### src/rtl/song_reader_pkg.sv
// Shared definitions for the song reader: widths, state encoding, ROM word layout
// and the song table that song_rom serves.
package song_reader_pkg;

  localparam int ROM_W   = 12;
  localparam int NOTE_W  = 6;
  localparam int DUR_W   = 6;
  localparam int SONG_W  = 2;
  localparam int STATE_W = 3;

  localparam logic [STATE_W-1:0] ST_IDLE   = 3'd0;
  localparam logic [STATE_W-1:0] ST_RD     = 3'd1;
  localparam logic [STATE_W-1:0] ST_LOAD   = 3'd2;
  localparam logic [STATE_W-1:0] ST_SETTLE = 3'd3;
  localparam logic [STATE_W-1:0] ST_WAIT   = 3'd4;
  localparam logic [STATE_W-1:0] ST_DONE   = 3'd5;

  typedef enum logic [STATE_W-1:0] {
    S_IDLE   = ST_IDLE,
    S_RD     = ST_RD,
    S_LOAD   = ST_LOAD,
    S_SETTLE = ST_SETTLE,
    S_WAIT   = ST_WAIT,
    S_DONE   = ST_DONE
  } state_e;

  typedef struct packed {
    logic [NOTE_W-1:0] note;
    logic [DUR_W-1:0]  duration;
  } rom_word_t;

  // A zero duration terminates a song before its last slot.
  localparam logic [DUR_W-1:0] END_MARKER = '0;

  // Song table, indexed by song select and note slot (slots beyond 255 alias).
  function automatic rom_word_t rom_word(input logic [SONG_W-1:0] song,
                                         input logic [7:0]        idx);
    rom_word_t w;
    w = '0;
    case (song)
      2'd0: begin
        if (idx == 8'd0)      w = '{note: 6'd12, duration: 6'd8};
        else if (idx == 8'd1) w = '{note: 6'd20, duration: 6'd4};
      end
      2'd1: begin
        if (idx < 8'd4) w = '{note: 6'(8'd40 + idx), duration: 6'd16};
      end
      2'd2: begin
        // Full-length song with no end marker in its first 32 slots.
        if (idx < 8'd32) w = '{note: 6'(idx + 8'd1), duration: 6'(8'd63 - idx)};
      end
      default: begin
        if (idx == 8'd0) w = '{note: 6'd63, duration: 6'd1};
      end
    endcase
    return w;
  endfunction

endpackage

### src/rtl/song_reader_if.sv
// Control and note-load bus of the song reader; master is the reader itself,
// slave is the controller / downstream note player side.
interface song_reader_if;
  import song_reader_pkg::*;

  logic              play;
  logic [SONG_W-1:0] song;
  logic              note_done;
  logic [NOTE_W-1:0] note;
  logic [DUR_W-1:0]  duration;
  logic              new_note;
  logic              song_done;

  modport master (
    input  play, song, note_done,
    output note, duration, new_note, song_done
  );

  modport slave (
    output play, song, note_done,
    input  note, duration, new_note, song_done
  );

endinterface

### src/rtl/song_rom.sv
// Song ROM with registered output: address {song, note_idx}, one-cycle latency.
module song_rom
  import song_reader_pkg::*;
#(
  parameter int ADDR_W = SONG_W + 5
) (
  input  logic              clk,
  input  logic [ADDR_W-1:0] addr,
  output rom_word_t         dout
);

  localparam int IDX_W = ADDR_W - SONG_W;

  logic [SONG_W-1:0] song_sel;
  logic [7:0]        idx;

  assign song_sel = addr[ADDR_W-1 -: SONG_W];
  assign idx      = 8'(addr[IDX_W-1:0]);

  // NOTE: the read register has no reset; it is reloaded every cycle and only
  // consumed one cycle after the address is set up.
  always_ff @(posedge clk) begin
    dout <= rom_word(song_sel, idx);
  end

endmodule

### src/rtl/song_reader.sv
// Song reader: steps through a ROM song, loading note/duration downstream.
// Build option: define SONG_LOOP_EN to restart the song instead of finishing.
module song_reader
  import song_reader_pkg::*;
#(
  parameter int NOTE_IDX_W = 5
) (
  input  logic          clk,
  input  logic          reset,
  song_reader_if.master bus
);

  localparam int ADDR_W = SONG_W + NOTE_IDX_W;

  logic [STATE_W-1:0]    state, state_nxt;
  logic [NOTE_IDX_W-1:0] note_idx, note_idx_nxt;
  logic [SONG_W-1:0]     song_q, song_q_nxt;
  logic [NOTE_W-1:0]     note_q, note_nxt;
  logic [DUR_W-1:0]      duration_q, duration_nxt;
  logic                  new_note_q, new_note_nxt;
  logic                  song_done_q, song_done_nxt;

  rom_word_t             rom_dout;
  logic                  song_change;
  logic                  last_slot;

  song_rom #(
    .ADDR_W (ADDR_W)
  ) u_rom (
    .clk  (clk),
    .addr ({song_q, note_idx}),
    .dout (rom_dout)
  );

  assign song_change = (bus.song != song_q);
  assign last_slot   = (note_idx == {NOTE_IDX_W{1'b1}});

  // NOTE: every variable gets a default at the top of always_comb so that no
  // path leaves it unassigned, which would otherwise infer a latch.
  always_comb begin
    state_nxt     = state;
    note_idx_nxt  = note_idx;
    song_q_nxt    = song_q;
    note_nxt      = note_q;
    duration_nxt  = duration_q;
    new_note_nxt  = 1'b0;
    song_done_nxt = song_done_q;

    if (!bus.play) begin
      // Paused: everything, including a pending strobe, is held until resume.
      new_note_nxt = new_note_q;
    end else if (song_change) begin
      song_q_nxt    = bus.song;
      note_idx_nxt  = '0;
      song_done_nxt = 1'b0;
      state_nxt     = ST_RD;
    end else begin
      case (state)
        ST_IDLE: state_nxt = ST_RD;
        ST_RD:   state_nxt = ST_LOAD;
        ST_LOAD: begin
          if (rom_dout.duration == END_MARKER) begin
`ifdef SONG_LOOP_EN
            note_idx_nxt  = '0;
            state_nxt     = ST_RD;
`else
            song_done_nxt = 1'b1;
            state_nxt     = ST_DONE;
`endif
          end else begin
            new_note_nxt = 1'b1;
            note_nxt     = rom_dout.note;
            duration_nxt = rom_dout.duration;
            state_nxt    = ST_SETTLE;
          end
        end
        // Downstream done flag is still high from the previous note here.
        ST_SETTLE: state_nxt = ST_WAIT;
        ST_WAIT: begin
          if (bus.note_done) begin
            note_idx_nxt = note_idx + NOTE_IDX_W'(1);
            if (last_slot) begin
`ifdef SONG_LOOP_EN
              note_idx_nxt  = '0;
              state_nxt     = ST_RD;
`else
              song_done_nxt = 1'b1;
              state_nxt     = ST_DONE;
`endif
            end else begin
              state_nxt = ST_RD;
            end
          end
        end
        ST_DONE: state_nxt = ST_DONE;
        default: state_nxt = ST_IDLE;
      endcase
    end
  end

  // NOTE: state registers use non-blocking assignments so every flop samples
  // the pre-edge values regardless of statement order.
  always_ff @(posedge clk) begin
    if (reset) begin
      state       <= ST_IDLE;
      note_idx    <= '0;
      song_q      <= bus.song;
      note_q      <= '0;
      duration_q  <= '0;
      new_note_q  <= 1'b0;
      song_done_q <= 1'b0;
    end else begin
      state       <= state_nxt;
      note_idx    <= note_idx_nxt;
      song_q      <= song_q_nxt;
      note_q      <= note_nxt;
      duration_q  <= duration_nxt;
      new_note_q  <= new_note_nxt;
      song_done_q <= song_done_nxt;
    end
  end

  assign bus.note      = note_q;
  assign bus.duration  = duration_q;
  // A strobe caught by a pause stays hidden and is released on resume.
  assign bus.new_note  = new_note_q & bus.play;
  assign bus.song_done = song_done_q;

endmodule

### src/flat_wrapper.sv
// flat-port wrapper written by rule: the top's interface ports become plain ports
module song_reader_flat import song_reader_pkg::*;
#(
  parameter int NOTE_IDX_W = 5
)
  (clk, reset, bus_play, bus_song, bus_note_done, bus_note, bus_duration, bus_new_note, bus_song_done);
  song_reader_if bus_i ();
  input  logic clk;
  input  logic reset;
  input wire logic [$bits(bus_i.play)-1:0] bus_play;
  input wire logic [$bits(bus_i.song)-1:0] bus_song;
  input wire logic [$bits(bus_i.note_done)-1:0] bus_note_done;
  output wire logic [$bits(bus_i.note)-1:0] bus_note;
  output wire logic [$bits(bus_i.duration)-1:0] bus_duration;
  output wire logic [$bits(bus_i.new_note)-1:0] bus_new_note;
  output wire logic [$bits(bus_i.song_done)-1:0] bus_song_done;
  assign bus_i.play = bus_play;
  assign bus_i.song = bus_song;
  assign bus_i.note_done = bus_note_done;
  assign bus_note = bus_i.note;
  assign bus_duration = bus_i.duration;
  assign bus_new_note = bus_i.new_note;
  assign bus_song_done = bus_i.song_done;
  song_reader #(.NOTE_IDX_W(NOTE_IDX_W)) u_core (.clk(clk), .reset(reset), .bus(bus_i));
endmodule
### config.mk
export PLATFORM = sky130hd
export DESIGN_NAME = song_reader_flat
export DESIGN_NICKNAME = d
export VERILOG_FILES = /design/src/rtl/song_reader_pkg.sv /design/src/rtl/song_reader_if.sv /design/src/rtl/song_rom.sv /design/src/rtl/song_reader.sv /design/src/flat_wrapper.sv
export SDC_FILE = /design/constraint.sdc
export NUM_CORES = 1
export LEC_CHECK = 0
export ABC_AREA = 0
export CAP_MARGIN = 25
export CORE_ASPECT_RATIO = 0.7
export CORE_MARGIN = 3
export CORE_UTILIZATION = 55
export DETAILED_ROUTE_END_ITERATION = 7
export PLACE_DENSITY = 0.78
export SYNTH_ARGS = -nofsm -noshare
export SYNTH_HDL_FRONTEND = slang
export SYNTH_HIERARCHICAL = 1
export SYNTH_SLANG_ARGS = --single-unit
### constraint.sdc
create_clock -name clk -period 1.96 [get_ports clk]
set_input_delay 0.392 -clock clk [delete_from_list [all_inputs] [get_ports clk]]
set_output_delay 0.392 -clock clk [all_outputs]
set_load 0.03 [all_outputs]
Yosys cells after proc, flatten, opt, wreduce, memory -nomap -nowiden. Index checks and enable logic that the tools add are counted.

Equality and inequality tests: 13. Bitwise logic cells: 3. Order comparisons: 2. Muxes and demuxes: 25. Reductions and logical operators: 14. Add/subtract/negate cells: 4.

Operator list (count): $mux 12 (3); $pmux 12 s3 (1); $mux 11 (2); $pmux 3 s6 (1); $mux 5 (3); $mux 3 (4); $logic_not 8->1 (1); $reduce_bool 2->1 (4); $mux 1 (7); $add 5x1->6 const B (1); $add 6x5->6 const A (1); $eq 3x2->1 const B (2); $eq 3x3->1 const B (2); $logic_not 6->1 (1); $lt 5x6->1 const B (1); $mux 2 (3); $ne 3x1->1 const B (2); $sub 6x5->6 const A (1); $add 5x1->5 const B (1); $eq 5x1->1 const B (1); $eq 5x5->1 const B (1); $lt 5x3->1 const B (1); $reduce_and 5->1 (1); $reduce_and 2->1 (2); 13 further kinds (14).

Word-level logic and storage cells: 70. Output and inout bits: 14. Bits of input ports: 6. Bits in registers: 36.

Depth between registers and ports, before layout. Gate-level depths: netlist of the first run.

Word-level depth: 5. Mapped depth: 7. Depth with buffers taken out: 7.

By module. Netlist of the first run, hierarchy kept.

By module, submodules not included: song_reader (instances 1, sequential area each 500.5 um2, cells each 123, area each 1178.6 um2); song_rom (instances 1, sequential area each 240.2 um2, cells each 58, area each 561.8 um2).

Worst setup path after synthesis of the first run. No wires, ideal clock.

Path type: register to register. Start point: register u_core.song_q[1]. End point: register u_core.duration_q[0], in the netlist u_core/bus.duration[0]. Period minus slack after synthesis: 1.652 ns. Setup time: 0.072 ns. Arrival time: 1.581 ns. Setup slack: 0.308 ns. Data required time: 1.888 ns. Buffers on the path: 1. Stages on the path, launching flop included: 6. Path through: edfxtp_1 xnor2_1 nand2_1 nor3b_2 buf_6 mux2i_1.

Word-level cells in the longest chain between the ends: 3.

Ends and longest elaborated chain: start, declared (RTL line song_reader.sv:17) `logic [SONG_W-1:0] song_q, song_q_nxt;`; start signal, assigned (RTL line song_reader.sv:107) `song_q <= bus.song;`; start signal, assigned (RTL line song_reader.sv:115) `song_q <= song_q_nxt;`; $ne 2x2->1 (RTL line song_reader.sv:35) `assign song_change = (bus.song != song_q);`; $not 1->1 (no line); $reduce_and 4->1 (no line); end signal, assigned (RTL line song_reader.sv:117) `duration_q <= duration_nxt;`; end, declared (RTL line song_reader.sv:19) `logic [DUR_W-1:0] duration_q, duration_nxt;`.

No other way between the ends. A chain may end at the register's enable or synchronous reset.

Final worst setup path of the first run.
Start point: input bus_song[0]. End point: register u_core.note_q[5], in the netlist u_core/bus.note[5].

Word-level cells in the longest chain between the ends: 3.

Ends and longest elaborated chain: start, declared (RTL line flat_wrapper.sv:11) `input wire logic [$bits(bus_i.song)-1:0] bus_song;`; $ne 2x2->1 (RTL line song_reader.sv:35); $not 1->1 (no line); $reduce_and 4->1 (no line); end signal, assigned (RTL line song_reader.sv:116) `note_q <= note_nxt;`; end, declared (RTL line song_reader.sv:18) `logic [NOTE_W-1:0] note_q, note_nxt;`.

No other way between the ends.

==> results.ini, run 1 <==
[run_status]
status=complete, no violations

[synth]
syn-num-nets=194
synth_ff_type=dfxtp_1
synth_xor_area_share_pct=2.52
synth.distinct_cells=43
ys_warn_count=6
ys_ff_latch=36
syn_area_sq_um=1740
yosysSeqAreaShare_pct=42.6
synth_compound_area_share_pct=11.8
synth_simple_gate_area_share_pct=28.2
synthMuxAreaShare_pct=6.90
syn_inst=181
syn_area_per_cell_sq_um=9.62
synthAdderAreaFrac_pct=5.03
synth_top_family_by_area=simple AND/OR/NAND/NOR gates
synth-edff-count=2
async_flop_share_pct=0

[grt]
grt_pass1_wl_um=6020
grt_usage_pct=20.7
antenna_found_initial=0
overflow=0
grt_pass1_vias=1326
gr-usage-met1_pct=26.9
busiest_layer=met2
grt_util_met3_pct=6.45
grt_max_degree=24
use_met2_pct=31.9

[sta]
tightestPinTransition_ns=0.583
finalHoldViolCount=0
drv_slew=0
final.setup.tns_ns=0
worst_slack_ns=0.214
fmax_ghz=0.573
post-route-period-util_pct=89.1
rsz0062_at_grt=false
slew_headroom_pct=60.6
period_needed_ns=1.75
setup_viol_count_final=0
skew_ns=0.00279

[floorplanning]
core_area_sq_um=2900
ios=20
die_w_um=73.2
die-area_sq_um=3890
start_util_pct=60.0
die_h_um=53.1
rows=16

[setup_path]
cp-end-kind=flop
required_ns=2.17
slowest_delay_ns=0.45
crit_chain=clkdlybuf4s50_1 -> xnor2_1 -> nand2_1 -> nor3b_2 -> buf_12 -> mux2i_1
cp-start-kind=input port
crit_path_max_fanout=13
worstSetupPathType=in -> reg
slowest_stage=clkdlybuf4s50_1
worstPathArrival_ns=1.95

[power_and_ir_drop]
power_density_nw_per_um2=718
power_leakage_uw=0.000771
power_frac_comb_pct=12.1
seqPwrFrac_pct=52.3
pwr-share-clk_pct=35.6
p_switching_uw=380
swShare_pct=24.8
p_int_uw=1150
vdd.ir_drop.worst_v=0.000532

[route]
first_pass_iters=4
drtIter0Drc=96
vias=1426
routed_wl_um=3640
wl_per_cell_um=14.6
ant_nets=0
via_per_inst=5.73
drc_errors=0

[placement]
dp_hpwl_um=2660
gp_congestion=0.848
preCtsSetupSlack_ns=-0.0370
io_buffers=19

[final_layout]
n_antenna_cell=0
synthToLayoutAreaGrowth_pct=22.3
nets=225
final_common_cell=dfxtp_1
multi_input_area_sq_um=947
layout_common_cells=dfxtp_1, nand2b_1, clkdlybuf4s50_1, nand2_1, mux2i_1
fillCellCount=202
ff_latch_area_sq_um=741
drive_gt1_share_pct=13.1

[clocking]
root_buffer=clkbuf_8
clk_latency_ns=0.29
cts_max_path_buffers=2
cts_post_setup_buffers_inserted=0
cts_tree=yes
cts.sinks=36
cts_resized=0
clk_pin_slew_ns=0.07
holdBufCountCts=0
cts_inserted_buffers=5
htreeDepth=2

[run]
maxCapViolations=0

[hold_path]
hold_path_class=reg -> reg

[path summary, 6_finish.rpt]
check / slack, ns / to / startpoint / depth (start not counted)
worst min register to register: 0.46 / u_core/bus.note[0]$_SDFFE_PP0P_ / u_core/u_rom/dout[6]$_DFF_P_ / 2
worst max-delay path: 0.21 / u_core/bus.note[5]$_SDFFE_PP0P_ / bus_song[0] / 6
worst min-delay path: 0.46 / u_core/bus.note[0]$_SDFFE_PP0P_ / u_core/u_rom/dout[6]$_DFF_P_ / 2
worst max register to register: 0.30 / u_core/u_rom/dout[10]$_DFF_P_ / u_core/note_idx[3]$_SDFFE_PP0P_ / 5
[cell families (layout without fill, tap and decap cells)]
| kind of cell | after synthesis | after routing |
|---|---|---|
| AO/OA/AOI/OAI | 31 | 31 |
| multiplexers | 12 | 12 |
| XOR/XNOR | 5 | 5 |
| buffers and inverters | 12 | 44 |
| AND/OR/NAND/NOR | 78 | 78 |
| flip-flops | 36 | 36 |
| adder cells (fa/ha/maj) | 7 | 7 |
[area by class of cell]
cell class              count  area share (%)
flip-flops and latches     36            34.8
repair buffers             29            12.9
multi-input cells         133            44.5
clock buffers               7            4.06
clock inverters             1           0.353
well taps                  36            2.12
inverters                   7            1.23
[power by group through the flow]
| stage | clock network, uW | registers, uW | logic (uW) |
|---|---|---|---|
| 6_report | 544 | 799 | 185 |
| 5_1_grt | 588 | 803 | 201 |
| 4_1_cts | 567 | 799 | 182 |
| 3_5_place_dp | 0 | 817 | 181 |
| 3_3_place_gp | 0 | 815 | 173 |
| 2_1_floorplan | 0 | 820 | 112 |
[metal layers]
metal	vias up	part of all wire, %
met1	656	46
met5	-	0
met4	0	0.69
met2	56	46
li1	708	-
met3	6	7.5
[sequential cells by signal, indices dropped and copies added (netlist names)]
register	count
u_core/bus.song_done	1
u_core/new_note_q	1
u_core/bus.note	6
u_core/state	3
u_core/note_idx	5
u_core/bus.duration	6
u_core/u_rom/dout	12
u_core/song_q	2
[worst max-delay path: cells and delay by family]
| kind | cells | cell delay (ns) |
|---|---|---|
| muxes | 1 | 0.22 |
| and+or+nand+nor | 2 | 0.46 |
| buffers and inverters | 2 | 0.64 |
| xor gates and xnor gates | 1 | 0.24 |
[cells in the mapped netlist, types with 2 or more instances]
cell | instances | area (sq um)
a21oi_1 | 8 | 40.0
a22oi_1 | 4 | 30.0
a31oi_1 | 2 | 12.5
a32oi_1 | 2 | 17.5
and2_1 | 2 | 12.5
clkbuf_1 | 4 | 15.0
dfxtp_1 | 34 | 681
edfxtp_1 | 2 | 60.1
ha_1 | 7 | 87.6
inv_1 | 6 | 22.5
mux2i_1 | 12 | 120
nand2_1 | 12 | 45.0
nand2b_1 | 27 | 169
nand3_1 | 7 | 35.0
nand4_1 | 2 | 12.5
nand4b_1 | 3 | 26.3
nor2_1 | 8 | 30.0
nor3b_2 | 2 | 25.0
o2111ai_1 | 2 | 17.5
o211ai_1 | 3 | 22.5
o21ai_0 | 6 | 30.0
or3_1 | 2 | 12.5
xnor2_1 | 3 | 26.3
xor2_1 | 2 | 17.5
[per-stage QoR]
stage                     util, %  cells  hold slack [ns]  instance area, sq um  power (uW)
after floorplan                 -    181            0.438                  1740         932
after global placement       70.1    241            0.446                  2030         988
after detailed placement     70.1    241            0.450                  2030         997
after CTS                    73.3    249            0.458                  2130        1550
after global routing         73.3    249            0.483                  2130        1590
final                        73.3    249            0.456                  2130        1530
(Power assumes the default switching activity.)
==> run 2: changes to the inputs <==
--- a/config.mk
+++ b/config.mk
@@ -11,6 +11,7 @@
 export CORE_MARGIN = 3
 export CORE_UTILIZATION = 55
 export DETAILED_ROUTE_END_ITERATION = 7
+export GPL_TIMING_DRIVEN = 1
 export PLACE_DENSITY = 0.78
 export SYNTH_ARGS = -nofsm -noshare
 export SYNTH_HDL_FRONTEND = slang
==> results of run 2 <==
Final layout, timing and power as in run 1 (identical DEF).
==> run 3: changes to the inputs <==
--- a/config.mk
+++ b/config.mk
@@ -13,6 +13,7 @@
 export DETAILED_ROUTE_END_ITERATION = 7
 export GPL_TIMING_DRIVEN = 1
 export PLACE_DENSITY = 0.78
+export RECOVER_POWER = 50
 export SYNTH_ARGS = -nofsm -noshare
 export SYNTH_HDL_FRONTEND = slang
 export SYNTH_HIERARCHICAL = 1
==> results.ini, run 3 (synthesis results as in run 1) <==
[final_layout]
synthToLayoutAreaGrowth_pct=21.0
final_common_cell=dfxtp_1
drive_gt1_share_pct=10.8  ; -2.3 points
ff_latch_area_sq_um=741  ; unchanged
largest_reg_flops=12  ; unchanged
layout_common_cells=dfxtp_1, nand2b_1, clkdlybuf4s50_1, nand2_1, mux2i_1
multi_input_area_sq_um=940  ; -0.79%
nets=225  ; unchanged
postLayoutCellArea_sq_um=2110  ; -1.1%
fillCellCount=210  ; +4.0%
stdcell_count=249  ; unchanged
top_register=u_core/u_rom/dout
n_antenna_cell=0  ; unchanged

[placement]
dp_hpwl_um=2660  ; unchanged
place_inst=241  ; unchanged
io_buffers=19  ; unchanged
place_area_sq_um=2030  ; unchanged
gp_congestion=0.848  ; unchanged

[floorplanning]
rows=16  ; unchanged
core_area_sq_um=2900  ; unchanged
die_w_um=73.2  ; unchanged
die_h_um=53.1  ; unchanged
die-area_sq_um=3890  ; unchanged
ios=20  ; unchanged
start_util_pct=60.0  ; unchanged

[route]
routed_wl_um=3640  ; unchanged
vias=1411  ; -1.1%
ant_nets=0  ; unchanged
first_pass_iters=4  ; unchanged
via_per_inst=5.67  ; -1.1%
drc_errors=0  ; unchanged
wl_per_cell_um=14.6  ; unchanged
drtIter0Drc=117  ; +22%

[sta]
post-route-period-util_pct=88.6  ; -0.51 points
skew_ns=0.00344  ; +0.000653 ns
drv_slew=0  ; unchanged
hold_slack_ns=0.456  ; +0.0000240 ns
setup_viol_count_final=0  ; unchanged
period_needed_ns=1.74  ; -0.0101 ns
slew_headroom_pct=63.8  ; +3.2 points
fmax_ghz=0.576  ; +0.58%
tightestPinTransition_ns=0.535  ; -0.0478 ns
rsz0062_at_grt=false
finalHoldViolCount=0  ; unchanged

[setup_path]
path_delay_family=buffers and inverters
crit_path_max_fanout=2  ; -11
required_ns=1.57  ; -0.60 ns
slowest_delay_ns=0.73  ; +0.28 ns
slowest_stage=dlygate4sd3_1
crit_chain=dlygate4sd3_1
worstPathArrival_ns=1.34  ; -0.61 ns
cp-end-kind=output pin
worstSetupPathType=reg -> out
cp-start-kind=flop
worst-path-buf-inv=1  ; -1

[power_and_ir_drop]
power_frac_comb_pct=11.6  ; -0.5 points
vdd.ir_drop.worst_v=0.000529  ; -0.56%
power_leakage_uw=0.000761  ; -1.3%
seqPwrFrac_pct=52.5  ; +0.2 points
swShare_pct=25.0  ; +0.14 points
p_switching_uw=380  ; +0.15%
pwr-share-clk_pct=35.9  ; +0.3 points
p_int_uw=1140  ; -0.60%
power_density_nw_per_um2=723  ; +0.65%

[clocking]
cts_resized=0  ; unchanged
cts_tree=yes
cts_post_setup_buffers_inserted=0  ; unchanged
root_buffer=clkbuf_8
htreeDepth=2  ; unchanged
holdBufCountCts=0  ; unchanged
cts_max_path_buffers=2  ; unchanged
cts_inserted_buffers=5  ; unchanged
clk_latency_ns=0.29  ; about the same
cts.sinks=36  ; unchanged
clk_pin_slew_ns=0.07  ; about the same

[grt]
grt_pass1_wl_um=6020  ; unchanged
overflow=0  ; unchanged
grt_max_degree=24  ; unchanged
grt_pass1_vias=1326  ; unchanged
grt_usage_pct=20.7  ; unchanged
antenna_found_initial=0  ; unchanged

[run]
maxCapViolations=0  ; unchanged

[run_status]
status=complete, no violations

[hold_path]
hold_path_class=reg -> reg

[run 3: final timing paths]
kind	startpoint	end	slack, ns	cells past startpoint
worst max-delay path	u_core/bus.duration[0]$_SDFFE_PP0P_	bus_duration[0]	0.22	1
worst min-delay path	u_core/u_rom/dout[6]$_DFF_P_	u_core/bus.note[0]$_SDFFE_PP0P_	0.46	2
worst max register to register	u_core/note_idx[1]$_SDFFE_PP0P_	u_core/u_rom/dout[9]$_DFF_P_	0.28	6
worst min register to register	u_core/u_rom/dout[6]$_DFF_P_	u_core/bus.note[0]$_SDFFE_PP0P_	0.46	2
[run 3: per-layer routing]
metal	track usage, %	routed length (um)	vias up
met5	0	0	-
met3	6.45	314	6
met4	7.98	23	0
met1	26.9	1670	632
li1	-	-	704
met2	31.9	1630	69
[run 3: layout make-up]
| type | instances | area share (%) |
|---|---|---|
| flip-flops and latches | 36 | 35.2 |
| clock inverters | 1 | 0.357 |
| inverters | 7 | 1.25 |
| multi-input cells | 133 | 44.6 |
| repair buffers | 29 | 12.4 |
| clock buffers | 7 | 4.10 |
| well taps | 36 | 2.14 |
[run 3: stage by stage]
step / total power, uW / setup TNS, ns / worst slack (ns) / util, %
global route: 1580 / 0 / 0.117 / 72.5
detailed placement: 997 / -0.0998 / -0.0370 / 70.1
global placement: 988 / 0 / 0.0593 / 70.1
floorplan: 932 / 0 / 0.308 / -
CTS: 1550 / 0 / 0.240 / 73.3
finish: 1520 / 0 / 0.224 / 72.5
[run 3: power groups by stage]
stage | Sequential (uW) | Combinational [uW] | Clock, uW
global route | 803 | 193 | 588
floorplan | 820 | 112 | 0
detailed placement | 817 | 181 | 0
finish | 799 | 176 | 546
CTS | 799 | 182 | 567
global placement | 815 | 173 | 0
